**src/rtl/mem_arb_pkg.sv**
```systemverilog
// Shared types and parameter defaults for the IF/MEM bus arbiter.
package mem_arb_pkg;

  typedef enum logic [1:0] {IDLE, ISSUE, WAIT} arb_state_e;
  typedef enum logic {OWN_IM, OWN_DM} arb_owner_e;

  localparam int unsigned DM_MAX_RUN_DEFAULT  = 4;
  localparam int unsigned WDOG_CYCLES_DEFAULT = 1024;

endpackage

```
**src/rtl/mem_arbiter.sv**
```systemverilog
// Shares the core's single bus bridge between instruction fetch and data access,
// one outstanding command at a time, with bounded data priority and a WAIT watchdog.
//
// state | meaning
// IDLE  | no access owned; grant the next pending requester
// ISSUE | command valid to the bridge, waiting for ack
// WAIT  | command accepted, waiting for response or watchdog expiry
module mem_arbiter
  import mem_arb_pkg::*;
#(
  parameter int unsigned DM_MAX_RUN  = DM_MAX_RUN_DEFAULT,
  parameter int unsigned WDOG_CYCLES = WDOG_CYCLES_DEFAULT
) (
  input  logic        clk,
  input  logic        rst,
  input  logic        i_im_req,
  input  logic [31:0] i_im_addr,
  input  logic        i_im_flush,
  output logic        o_im_done,
  output logic [31:0] o_im_rdata,
  input  logic        i_dm_req,
  input  logic        i_dm_we,
  input  logic [31:0] i_dm_addr,
  input  logic [31:0] i_dm_wdata,
  input  logic [3:0]  i_dm_wstrb,
  output logic        o_dm_done,
  output logic [31:0] o_dm_rdata,
  output logic        o_dm_err,
  output logic        o_bus_req,
  input  logic        i_bus_ack,
  output logic        o_bus_we,
  output logic [31:0] o_bus_addr,
  output logic [31:0] o_bus_wdata,
  output logic [3:0]  o_bus_wstrb,
  input  logic        i_bus_done,
  input  logic [31:0] i_bus_rdata,
  input  logic        i_bus_err,
  output logic        o_if_stall,
  output logic        o_mem_stall
);

  localparam int unsigned RUN_W  = (DM_MAX_RUN > 0) ? $clog2(DM_MAX_RUN + 1) : 1;
  localparam int unsigned WDOG_W = $clog2(WDOG_CYCLES + 1);
  localparam logic [RUN_W-1:0]  RUN_MAX   = RUN_W'(DM_MAX_RUN);
  localparam logic [WDOG_W-1:0] WDOG_LAST = WDOG_W'(WDOG_CYCLES - 1);

  arb_state_e        state_q, state_d;
  arb_owner_e        owner_q;
  logic              drop_q;
  logic [RUN_W-1:0]  run_q;
  logic [WDOG_W-1:0] wdog_q;
  logic              im_done_q, dm_done_q, dm_err_q;
  logic [31:0]       rdata_q;
  logic              im_pend, dm_pend;
  logic              grant, grant_im, finish, timeout;

  // A requester whose done is pulsing this cycle is not re-granted.
  assign im_pend = i_im_req & ~im_done_q;
  assign dm_pend = i_dm_req & ~dm_done_q;

  always_ff @(posedge clk) begin
    if (rst) state_q <= IDLE;
    else     state_q <= state_d;
  end

  always_comb begin
    state_d  = state_q;
    grant    = 1'b0;
    grant_im = 1'b0;
    finish   = 1'b0;
    timeout  = 1'b0;
    case (state_q)
      IDLE: begin
        if (im_pend || dm_pend) begin
          grant    = 1'b1;
          grant_im = im_pend && (!dm_pend || run_q == RUN_MAX);
          state_d  = ISSUE;
        end
      end
      ISSUE: begin
        if (i_bus_ack) state_d = WAIT;
      end
      WAIT: begin
        if (i_bus_done) begin
          finish  = 1'b1;
          state_d = IDLE;
        end else if (wdog_q == WDOG_LAST) begin
          timeout = 1'b1;
          state_d = IDLE;
        end
      end
      default: state_d = IDLE;
    endcase
  end

  always_ff @(posedge clk) begin
    if (rst) begin
      owner_q     <= OWN_IM;
      drop_q      <= 1'b0;
      run_q       <= '0;
      wdog_q      <= '0;
      im_done_q   <= 1'b0;
      dm_done_q   <= 1'b0;
      dm_err_q    <= 1'b0;
      rdata_q     <= '0;
      o_bus_we    <= 1'b0;
      o_bus_addr  <= '0;
      o_bus_wdata <= '0;
      o_bus_wstrb <= '0;
    end else begin
      im_done_q <= 1'b0;
      dm_done_q <= 1'b0;
      dm_err_q  <= 1'b0;
      if (grant) begin
        owner_q     <= grant_im ? OWN_IM : OWN_DM;
        o_bus_we    <= grant_im ? 1'b0 : i_dm_we;
        o_bus_addr  <= grant_im ? i_im_addr : i_dm_addr;
        o_bus_wdata <= grant_im ? 32'h0 : i_dm_wdata;
        o_bus_wstrb <= (grant_im || !i_dm_we) ? 4'h0 : i_dm_wstrb;
        wdog_q      <= '0;
        drop_q      <= 1'b0;
        if (grant_im)                      run_q <= '0;
        else if (im_pend && run_q != RUN_MAX) run_q <= run_q + 1'b1;
      end
      if (state_q != IDLE && owner_q == OWN_IM && i_im_flush) drop_q <= 1'b1;
      if (state_q == WAIT) wdog_q <= wdog_q + 1'b1;
      if (finish) begin
        rdata_q   <= i_bus_rdata;
        im_done_q <= (owner_q == OWN_IM) && !drop_q && !i_im_flush;
        dm_done_q <= (owner_q == OWN_DM);
        dm_err_q  <= (owner_q == OWN_DM) && i_bus_err;
      end
      // An abandoned fetch is silently dropped; a data access reports an error.
      if (timeout) begin
        dm_done_q <= (owner_q == OWN_DM);
        dm_err_q  <= (owner_q == OWN_DM);
      end
    end
  end

  assign o_bus_req   = (state_q == ISSUE);
  assign o_im_done   = im_done_q;
  assign o_im_rdata  = rdata_q;
  assign o_dm_done   = dm_done_q;
  assign o_dm_rdata  = rdata_q;
  assign o_dm_err    = dm_err_q;
  assign o_if_stall  = i_im_req & ~im_done_q;
  assign o_mem_stall = i_dm_req & ~dm_done_q;

endmodule

```
**config.mk**
```make
export PLATFORM = sky130hd
export DESIGN_NAME = mem_arbiter
export DESIGN_NICKNAME = d
export VERILOG_FILES = /design/src/rtl/mem_arb_pkg.sv /design/src/rtl/mem_arbiter.sv
export SDC_FILE = /design/constraint.sdc
export NUM_CORES = 1
export LEC_CHECK = 0
export CAP_MARGIN = 20
export CORE_MARGIN = 2
export CORE_UTILIZATION = 38
export DETAILED_ROUTE_END_ITERATION = 7
export MAX_ROUTING_LAYER = met4
export PLACE_DENSITY = 0.83
export SYNTH_ARGS = -nofsm -noshare
export SYNTH_HDL_FRONTEND = slang
export SYNTH_SLANG_ARGS = --single-unit
```
**constraint.sdc**
```tcl
create_clock -name clk -period 2.05 [get_ports clk]
set_input_delay 0.41 -clock clk [delete_from_list [all_inputs] [get_ports clk]]
set_output_delay 0.41 -clock clk [all_outputs]
set_load 0.01 [all_outputs]
```
# --- Word-level counts from Yosys, hierarchy flattened ---
# Cells that the tools add are included.
word_totals:
  input_bits: 141
  output_inout_bits: 139
  regBits: 122
op_classes:
  n_bitwise: 6
  mux: 29
  n_addsub: 2
  eq_ne: 8
  reduce_logical: 22
op_table:
  columns: ["op", "n"]
  rows:
  - ["$mux 32", 2]
  - ["$mux 11", 2]
  - ["$mux 1", 17]
  - ["$add 11x1->11 const B", 1]
  - ["$eq 11x10->1 const B", 1]
  - ["$mux 2", 4]
  - ["$reduce_bool 2->1", 4]
  - ["$logic_and 1x1->1", 7]
  - ["$mux 3", 2]
  - ["$ne 3x3->1 const B", 2]
  - ["$pmux 2 s3", 1]
  - ["$logic_not 1->1", 4]
  - ["$mux 4", 1]
  - ["$not 1->1", 4]
  - ["$add 3x1->3 const B", 1]
  - ["$eq 3x3->1 const B", 1]
  - ["$logic_or 1x1->1", 3]
  - ["$reduce_and 3->1", 1]
  - ["$and 1x1->1", 2]
  - ["$eq 2x1->1 const B", 1]
  - ["$eq 2x2->1 const B", 1]
  - ["$logic_not 2->1", 1]
  - ["$ne 2x1->1 const B", 1]
  - ["$ne 2x2->1 const B", 1]
  - ["2 further kinds", 2]

# --- Logic depth before layout (Yosys ltp) ---
# Gate-level depths: netlist of run 1.
logic_depth:
  ltp_word: 9
  mapped_depth: 8
  ltp_nobuf: 6

# --- Worst setup path after synthesis of run 1 ---
# Ideal clock, no wire load.
synth_path:
  path_kind: "register to register"
  start: "reg run_q[0]"
  end: "reg o_bus_addr[10]"
  required_ns: 1.958
  path_stages_with_launch: 8
  synth_period_minus_slack_ns: 1.679
  arrival_ns: 1.587
  slack_ns: 0.371
  cell_sequence: "dfxtp_1 -> inv_1 -> ha_1 -> and2_1 -> o21ai_2 -> clkbuf_1 -> nor2_1 -> nor4_1"
synth_via:
  elab_chain_len: 6
synth_rtl:
  columns: ["item", "line_no", "rtl"]
  rows:
  - ["start, declared", "mem_arbiter.sv:50", "logic [RUN_W-1:0] run_q;"]
  - ["start signal, assigned", "mem_arbiter.sv:123", "else if (im_pend && run_q != RUN_MAX) run_q <= run_q + 1'b1;"]
  - ["$eq 3x3->1", "mem_arbiter.sv:76", "grant_im = im_pend && (!dm_pend || run_q == RUN_MAX);"]
  - ["$logic_or 1x1->1", "mem_arbiter.sv:76", null]
  - ["$logic_and 1x1->1", "mem_arbiter.sv:76", null]
  - ["$mux 1", "mem_arbiter.sv:74", "if (im_pend || dm_pend) begin"]
  - ["$mux 1", "mem_arbiter.sv:72", "case (state_q)"]
  - ["$mux 32", "mem_arbiter.sv:117", "o_bus_addr <= grant_im ? i_im_addr : i_dm_addr;"]
  - ["end signal, assigned", "mem_arbiter.sv:117", null]
  - ["end, declared", "mem_arbiter.sv:32", "output logic [31:0] o_bus_addr,"]
# Every way passes these cells.
# A chain may end at the register's enable or synchronous reset.

# --- Worst setup path in the final report of run 1 ---
layout_path:
  start: "in i_im_req"
  end: "out o_if_stall"
layout_via:
  elab_chain_len: 1
layout_rtl:
  columns: ["item", "line_no", "rtl"]
  rows:
  - ["start, declared", "mem_arbiter.sv:16", "input logic i_im_req,"]
  - ["$and 1x1->1", "mem_arbiter.sv:147", "assign o_if_stall = i_im_req & ~im_done_q;"]
  - ["end, declared", "mem_arbiter.sv:38", "output logic o_if_stall,"]
# Every way passes these cells.

==> reports/metrics.yaml, run 1 <==
hp-class: "reg -> reg"
cts_tree: "yes"
dieArea_um2: 13900
synth.avg_cell_area_um2: 8.64
fin_skew_ns: 0.00689
rows: 41
pin_count: 280
worstMarginPinSlew_ns: 0.745
power_w: 0.00661
slew-limit-headroom: 0.504
outcome: "finished, final reports clean"
grt_pass1_wl_um: 25200
dpl-instance-area_um2: 7700
final_layout_size_suffix_gt1_frac: 0.0741
routedWlPerCell_um: 15.7
synth_largest_area_cell: "dfxtp_1"
drv_slew: 0
min_to: "o_bus_wstrb[2]"
whs_path_depth: 2
critPathRequiredTime_ns: 1.64
clock_latency_ns: 0.41
grt_max_degree: 93
yosysTopAreaCellShare: 0.495
grt_use_total: 0.232
portBuffers: 279
met2_usage: 0.373
yosys_warnings: 0
vias: 5057
cp.arrival_ns: 1.52
syn_inst: 571
cap_violations: 0
core-area_um2: 12700
cts_buffer_depth: 2
ant_nets: 0
tns_ns: 0
reg2reg_slack_ns: 0.18
ys.flop_type: "dfxtp_1"
cp-startpoint: "i_im_req"
netlist_top_cells_area: "dfxtp_1, nor4_1, nor2_1"
gp_congestion: 0.765
use_met3: 0.0693
final_core_util: 0.653
areaGrowthSynthToFinish_pct: 67.7
yosysMostFrequentCell: "dfxtp_1"
fillers: 1035
cts_buffers: 17
wl_um: 15600
syn_nets: 715
hold_viol_final: 0
critPathLaunchType: "input pin"
cts.clk_slew.worst_paths_ns: 0.05
cp_max_fo: 5
yosysSeqAreaShare: 0.495
r2r-start: "run_q[0]"
p_per_area_nw_per_um2: 799
diodes: 0
htreeDepth: 4
die_h_um: 118
drt_iter0_markers: 334
layoutNonFillerInstCount: 995
placed_cells: 962
p_leak_nw: 3.06
vdd_drop_max_v: 0.000544
ys_async_sr_fraction: 0
ys_ff_latch: 122
drc: 0
regArea_um2: 2450
r2r_cells: 6
hold_buffers: 0
min_from: "o_bus_wstrb[2]"
syn_area_um2: 4930
synthTopCellsByCount: "dfxtp_1, nor2_1, nand2_1"
end_kind: "primary output"
timing.rr.end: "o_bus_wdata[17]"
cts.sinks: 122
rsz0062_at_grt: "no"
grt_pass1_vias: 4930
setup_viol: 0
grt_overflow: 0
hpwl_um: 10900
cts_root_buf: "clkbuf_16"
synth-edff-count: 0
worst-setup-path-type: "in -> out"
antenna_found_initial: 0
grt_util_met1: 0.275
yosysUniqueCellTypes: 47
initial_core_util: 0.389
fin_nets: 954
drtPass1Iterations: 4
vias_per_cell: 5.08
period_needed_ns: 1.93
multiInputGateArea_um2: 2040
max_clock_freq_ghz: 0.519
min_period_over_period: 0.939
fp.dieW_um: 118
post-route-cell-area_um2: 8280
top_usage_layer: "met2"
[layout make-up]
cell class | instances | area share
tap | 172 | 0.0260
inverter | 5 | 0.00227
sequential | 122 | 0.296
clock inverter | 7 | 0.00801
timing repair buffer | 297 | 0.363
clock buffer | 25 | 0.0587
multi-input combinational | 367 | 0.246
[per-layer routing]
layer	vias up	share of wire	wire, µm
met2	236	0.48	7520
met4	0	0.018	282
met3	21	0.078	1230
met1	2328	0.42	6620
met5	-	0	0
li1	2472	-	-
[critical path, stage by stage]
cell and delay (ns):
clkdlybuf4s50_1 0.49, nor2b_2 0.17, buf_4 0.15, dlygate4sd2_1 0.29
[kinds of logic after synthesis]
| kind of cell | after synthesis | share of synthesized area |
|---|---|---|
| compound gates | 103 | 0.140 |
| fa+ha+maj | 3 | 0.00761 |
| simple gates | 260 | 0.260 |
| buf+inv | 83 | 0.0974 |
| flops | 122 | 0.495 |
[layout by cell type, fill, tap and decap left out, types with 6 or more instances in the layout]
cell | Yosys | routed
buf_12 | 0 | 6
a21oi_1 | 47 | 47
clkbuf_16 | 0 | 17
nand4_1 | 6 | 6
nand2_1 | 77 | 77
clkdlybuf4s50_1 | 0 | 275
buf_4 | 36 | 12
nor4_1 | 64 | 64
nor2_1 | 80 | 78
a22o_1 | 32 | 32
dfxtp_1 | 122 | 120
[stage by stage]
| stage | setup slack [ns] | hold slack (ns) |
|---|---|---|
| 2_1_floorplan | 0.371 | 0.446 |
| 3_3_place_gp | -0.358 | 0.443 |
| 3_5_place_dp | -0.399 | 0.452 |
| 4_1_cts | 0.00580 | 0.457 |
| 5_1_grt | 0.0415 | 0.476 |
| 6_report | 0.125 | 0.453 |
[timing repair]
action / 4_1_cts / 5_1_grt
endpoints found under the setup margin: 35 / 5
cloned: 1 / 0
gates resized for setup: 4 / 4
setup buffers: 0 / 0
pin swaps: 0 / 0
[flip-flops by register name, indices dropped and copies added (netlist names)]
signal	flops
o_dm_rdata	32
o_im_done	1
wdog_q	11
o_dm_err	1
state_q	2
run_q	3
o_dm_done	1
owner_q	1
o_bus_wdata	32
o_bus_addr	32
drop_q	1
o_bus_we	1
o_bus_wstrb	4
[report_power, final]
part | switching, W | internal (W)
clock network | 0.00102 | 0.00176
logic | 0.000522 | 0.000692
registers | 0.0000931 | 0.00253
[worst max-delay path by stage]
stage	endpoint	cells past startpoint
finish	o_if_stall	4
global route	o_bus_wdata[17]	6
CTS	o_im_done	2
detailed placement	o_bus_wdata[21]	5
global placement	o_bus_wdata[11]	5
floorplan	o_bus_addr[10]	7
(Power assumes the default switching activity.)
==> inputs of run 2 (changes only) <==
- CORE_UTILIZATION: 38 -> 40
- CTS_BUF_LIST: not set -> sky130_fd_sc_hd__clkbuf_4 sky130_fd_sc_hd__clkbuf_8
- CTS_CLUSTER_SIZE: not set -> 12
- PLACE_DENSITY: 0.83 -> 0.86
==> reports/metrics.yaml, run 2 (same netlist as run 1, synthesis figures left out) <==
outcome: "finished, final reports clean"
whs_path_depth: 2
routedWlPerCell_um: 17.0
rows: 40
period_needed_ns: 1.98
hold_buffers: 0
min_period_over_period: 0.966
hpwl_um: 11600
critPathLaunchType: "input pin"
grt_pass1_vias: 5191
preCtsSetupSlack_ns: -0.438
grt_use_total: 0.254
gp_congestion: 0.821
mostFrequentLayoutCell: "clkdlybuf4s50_1"
cp_cell_sequence: "clkdlybuf4s50_1 -> nor2b_2 -> buf_4 -> dlygate4sd2_1"
cts_buffer_depth: 2
areaGrowthSynthToFinish_pct: 64.1
cts_buffers: 17
fin_skew_ns: 0.00962
core-area_um2: 12000
min_from: "o_bus_we"
hp-class: "reg -> reg"
vias_per_cell: 5.31
reg2reg_slack_ns: 0.14
p_per_area_nw_per_um2: 738
grt_overflow: 0
worst_path_max_delay_cell: "clkdlybuf4s50_1"
vias: 5168
die_h_um: 115
cts.clk_slew.worst_paths_ns: 0.06
grt_pass1_wl_um: 25300
cp_max_fo: 5
drt_iter0_markers: 306
hold_viol_final: 0
worst-setup-path-type: "in -> out"
min_to: "o_bus_we"
critPathRequiredTime_ns: 1.64
pin_count: 280
portBuffers: 279
initial_core_util: 0.411
dieArea_um2: 13200
wl_um: 16500
cpPeakStageDelay_ns: 0.51
tns_ns: 0
slew-limit-headroom: 0.515
drc: 0
cts.sinks: 122
timing.rr.end: "o_bus_wdata[6]"
fin_nets: 957
vdd_drop_max_v: 0.000449
worst_slack_ns: 0.0693
drtPass1Iterations: 6
drv_slew: 0
max_clock_freq_ghz: 0.505
worstMarginPinSlew_ns: 0.727
power_w: 0.00598
cts_tree: "yes"
fp.dieW_um: 115
r2r_cells: 6
ant_nets: 0
layout_common_cells: "clkdlybuf4s50_1, dfxtp_1, nor2_1, nand2_1, nor4_1"
htreeDepth: 4
r2r-start: "run_q[0]"
antenna_found_initial: 1
final_layout_size_suffix_gt1_frac: 0.0812
setup_viol: 0
cp.arrival_ns: 1.57
cap_violations: 0
cts_root_buf: "clkbuf_8"
end_kind: "primary output"
grt_max_degree: 93
p_leak_nw: 2.99
clock_latency_ns: 0.44
-- run 2: cell count changes in the layout (fill, tap and decap cells not counted), moves of 2 or more --
| cell | before | now |
|---|---|---|
| buf_4 | 12 | 14 |
| clkbuf_1 | 5 | 0 |
| clkbuf_16 | 17 | 0 |
| clkbuf_8 | 3 | 19 |
| clkinvlp_4 | 1 | 5 |
| dlygate4sd2_1 | 2 | 4 |
-- run 2: metal layers --
metal,global-route usage,vias up,wire [µm]
li1,-,2471,-
met1,0.281,2408,6590
met2,0.422,248,8190
met3,0.0654,41,1200
met4,0.128,0,533
met5,-,-,0
-- run 2: stage by stage --
stage / instance area (µm²) / util / std cells / hold slack, ns
after CTS: 8080 / 0.672 / 970 / 0.458
after detailed placement: 7670 / 0.639 / 938 / 0.449
after global placement: 7670 / 0.639 / 938 / 0.444
after global routing: 8100 / 0.674 / 973 / 0.426
final: 8100 / 0.674 / 973 / 0.454
after floorplan: 4930 / - / 571 / 0.446
-- run 2: area by class of cell --
cell class	count	area [µm²]
clock inverters	11	121
flip-flops and latches	122	2440
repair buffers	300	3020
fillers	925	3910
well taps	147	184
inverters	5	18.8
diodes	1	2.50
clock buffers	20	269
multi-input cells	367	2040
-- run 2: what timing repair did --
item | in CTS | in global routing
setup buffers | 0 | 2
setup endpoints to repair | 36 | 42
resized for setup | 6 | 1
pin swaps | 1 | 2
gates cloned | 1 | 0
-- run 2: critical path, delay by kind of cell --
kind / cells / cell delay (ns)
buf+inv: 3 / 0.97
simple gates: 1 / 0.18
-- run 2: worst max path at each step --
| stage | cells after the start | to | slack [ns] | startpoint |
|---|---|---|---|---|
| floorplan | 7 | o_bus_addr[10] | 0.37 | run_q[0] |
| global placement | 5 | o_bus_wdata[5] | -0.31 | i_im_req |
| detailed placement | 5 | o_bus_wdata[8] | -0.44 | i_im_req |
| CTS | 6 | o_bus_wdata[30] | 0.05 | run_q[0] |
| global route | 6 | o_bus_wdata[10] | -0.004 | run_q[0] |
| finish | 4 | o_if_stall | 0.07 | i_im_req |
-- run 2: where the power goes --
group | switching (W) | internal (W)
clock network | 0.000970 | 0.00115
registers | 0.0000978 | 0.00253
logic | 0.000538 | 0.000697
==> inputs of run 3 (changes only) <==
- PLACE_DENSITY: 0.86 -> 0.8
==> reports/metrics.yaml, run 3 (same netlist as run 1, synthesis figures left out) <==
fin_nets: 961
period_needed_ns: 1.97
htreeDepth: 4
cts.sinks: 122
grt_pass1_wl_um: 24800
clkPwrFrac: 0.352
dieArea_um2: 13200
cts_buffer_depth: 2
critPathLaunchType: "flip-flop"
final_layout_size_suffix_gt1_frac: 0.0869
initial_core_util: 0.411
fin_skew_ns: 0.0157
worst-setup-path-type: "reg -> out"
grt_pass1_vias: 5069
p_sw_w: 0.00152
mostFrequentLayoutCell: "clkdlybuf4s50_1"
cts_tree: "yes"
cp.arrival_ns: 1.56
grt_use_total: 0.244
pin_count: 280
switching_share: 0.257
power_frac_seq: 0.442
worstMarginPinSlew_ns: 0.736
rsz0062_at_grt: "no"
layout_common_cells: "clkdlybuf4s50_1, dfxtp_1, nor2_1, nand2_1, nor4_1"
core-area_um2: 12000
placed_cells: 944
cts.clk_slew.worst_paths_ns: 0.07
post-cts-setup-buffers: 0
rows: 40
areaGrowthSynthToFinish_pct: 64.4
end_kind: "primary output"
fp.dieW_um: 115
layoutNonFillerInstCount: 976
portBuffers: 279
hold_viol_final: 0
fillers: 962
hold_slack_ns: 0.458
cts_root_buf: "clkbuf_8"
drv_slew: 0
die_h_um: 115
wl_um: 16200
cpPeakStageDelay_ns: 0.59
setup_viol: 0
cp_max_fo: 3
outcome: "finished, final reports clean"
p_int_w: 0.00441
antenna_found_initial: 0
hpwl_um: 11800
min_period_over_period: 0.962
diodes: 0
cp_cell_sequence: "buf_4 -> clkdlybuf4s50_1"
grt_max_degree: 62
vias: 5145
worst_path_max_delay_cell: "clkdlybuf4s50_1"
slew-limit-headroom: 0.509
cts_buffers: 17
drc: 0
drtPass1Iterations: 4
cap_violations: 0
hp-class: "reg -> reg"
vdd_drop_max_v: 0.000483
ant_nets: 0
max_clock_freq_ghz: 0.507
routedWlPerCell_um: 16.6
p_leak_nw: 3.01
clock_latency_ns: 0.42
critPathRequiredTime_ns: 1.64
final_core_util: 0.675
p_per_area_nw_per_um2: 731
hold_buffers: 0
drt_iter0_markers: 331
vias_per_cell: 5.27
gp_congestion: 0.837
grt_overflow: 0
power_frac_comb: 0.206
tns_ns: 0
[run 3: cell count changes in the layout (fill, tap and decap cells not counted), sizes merged]
cell	change
diode	-1
clkdlybuf4s50	+1
clkinvlp	-3
clkinv	+1
clkbuf	+3
dlygate4sd2	-2
buf	+5
inv	-1
[run 3: path summary, 6_finish.rpt]
| check | startpoint | end | slack, ns | cells after the start |
|---|---|---|---|---|
| setup / recovery | o_im_done | o_im_done | 0.08 | 2 |
| hold reg to reg | o_bus_we | o_bus_we | 0.46 | 2 |
| setup reg to reg | state_q[1] | o_bus_addr[4] | 0.09 | 7 |
| hold / removal | o_bus_we | o_bus_we | 0.46 | 2 |
[run 3: power by group through the flow]
stage	combinational (W)	clock (W)	sequential, W
after global routing	0.00131	0.00225	0.00263
after global placement	0.00118	0	0.00266
after floorplan	0.000429	0	0.00273
final	0.00122	0.00209	0.00262
after detailed placement	0.00122	0	0.00267
after CTS	0.00123	0.00214	0.00262
[run 3: stage by stage]
step                power, W  worst slack (ns)  instance area (µm²)
finish               0.00593            0.0786                 8110
global route         0.00619           0.00307                 8110
CTS                  0.00599            0.0345                 8110
detailed placement   0.00388            -0.504                 7710
global placement     0.00384            -0.479                 7680
floorplan            0.00316             0.371                 4930
[run 3: worst max-delay path, delay by kind of cell (launching register included)]
kind	cells	cell delay (ns)
buffers and inverters	2	0.76
flip-flops	1	0.40
[run 3: per-layer routing]
layer	wire [µm]	up-vias	track usage
met3	1160	33	0.0622
met4	446	0	0.112
met5	0	-	-
li1	-	2484	-
met2	8170	233	0.418
met1	6380	2395	0.266
[run 3: what timing repair did]
action | in CTS | in global routing
pin swaps | 1 | 1
resized for setup | 6 | 0
gates cloned | 1 | 0
endpoints found under the setup margin | 35 | 1
[run 3: cell type report]
class                           instances  area, µm²  area share
Timing Repair Buffer                  304       3040       0.374
Tap cell                              147        184      0.0227
Clock buffer                           23        292      0.0359
Inverter                                5       18.8     0.00231
Sequential cell                       122       2440       0.301
Clock inverter                          8       95.1      0.0117
Multi-Input combinational cell        367       2050       0.252
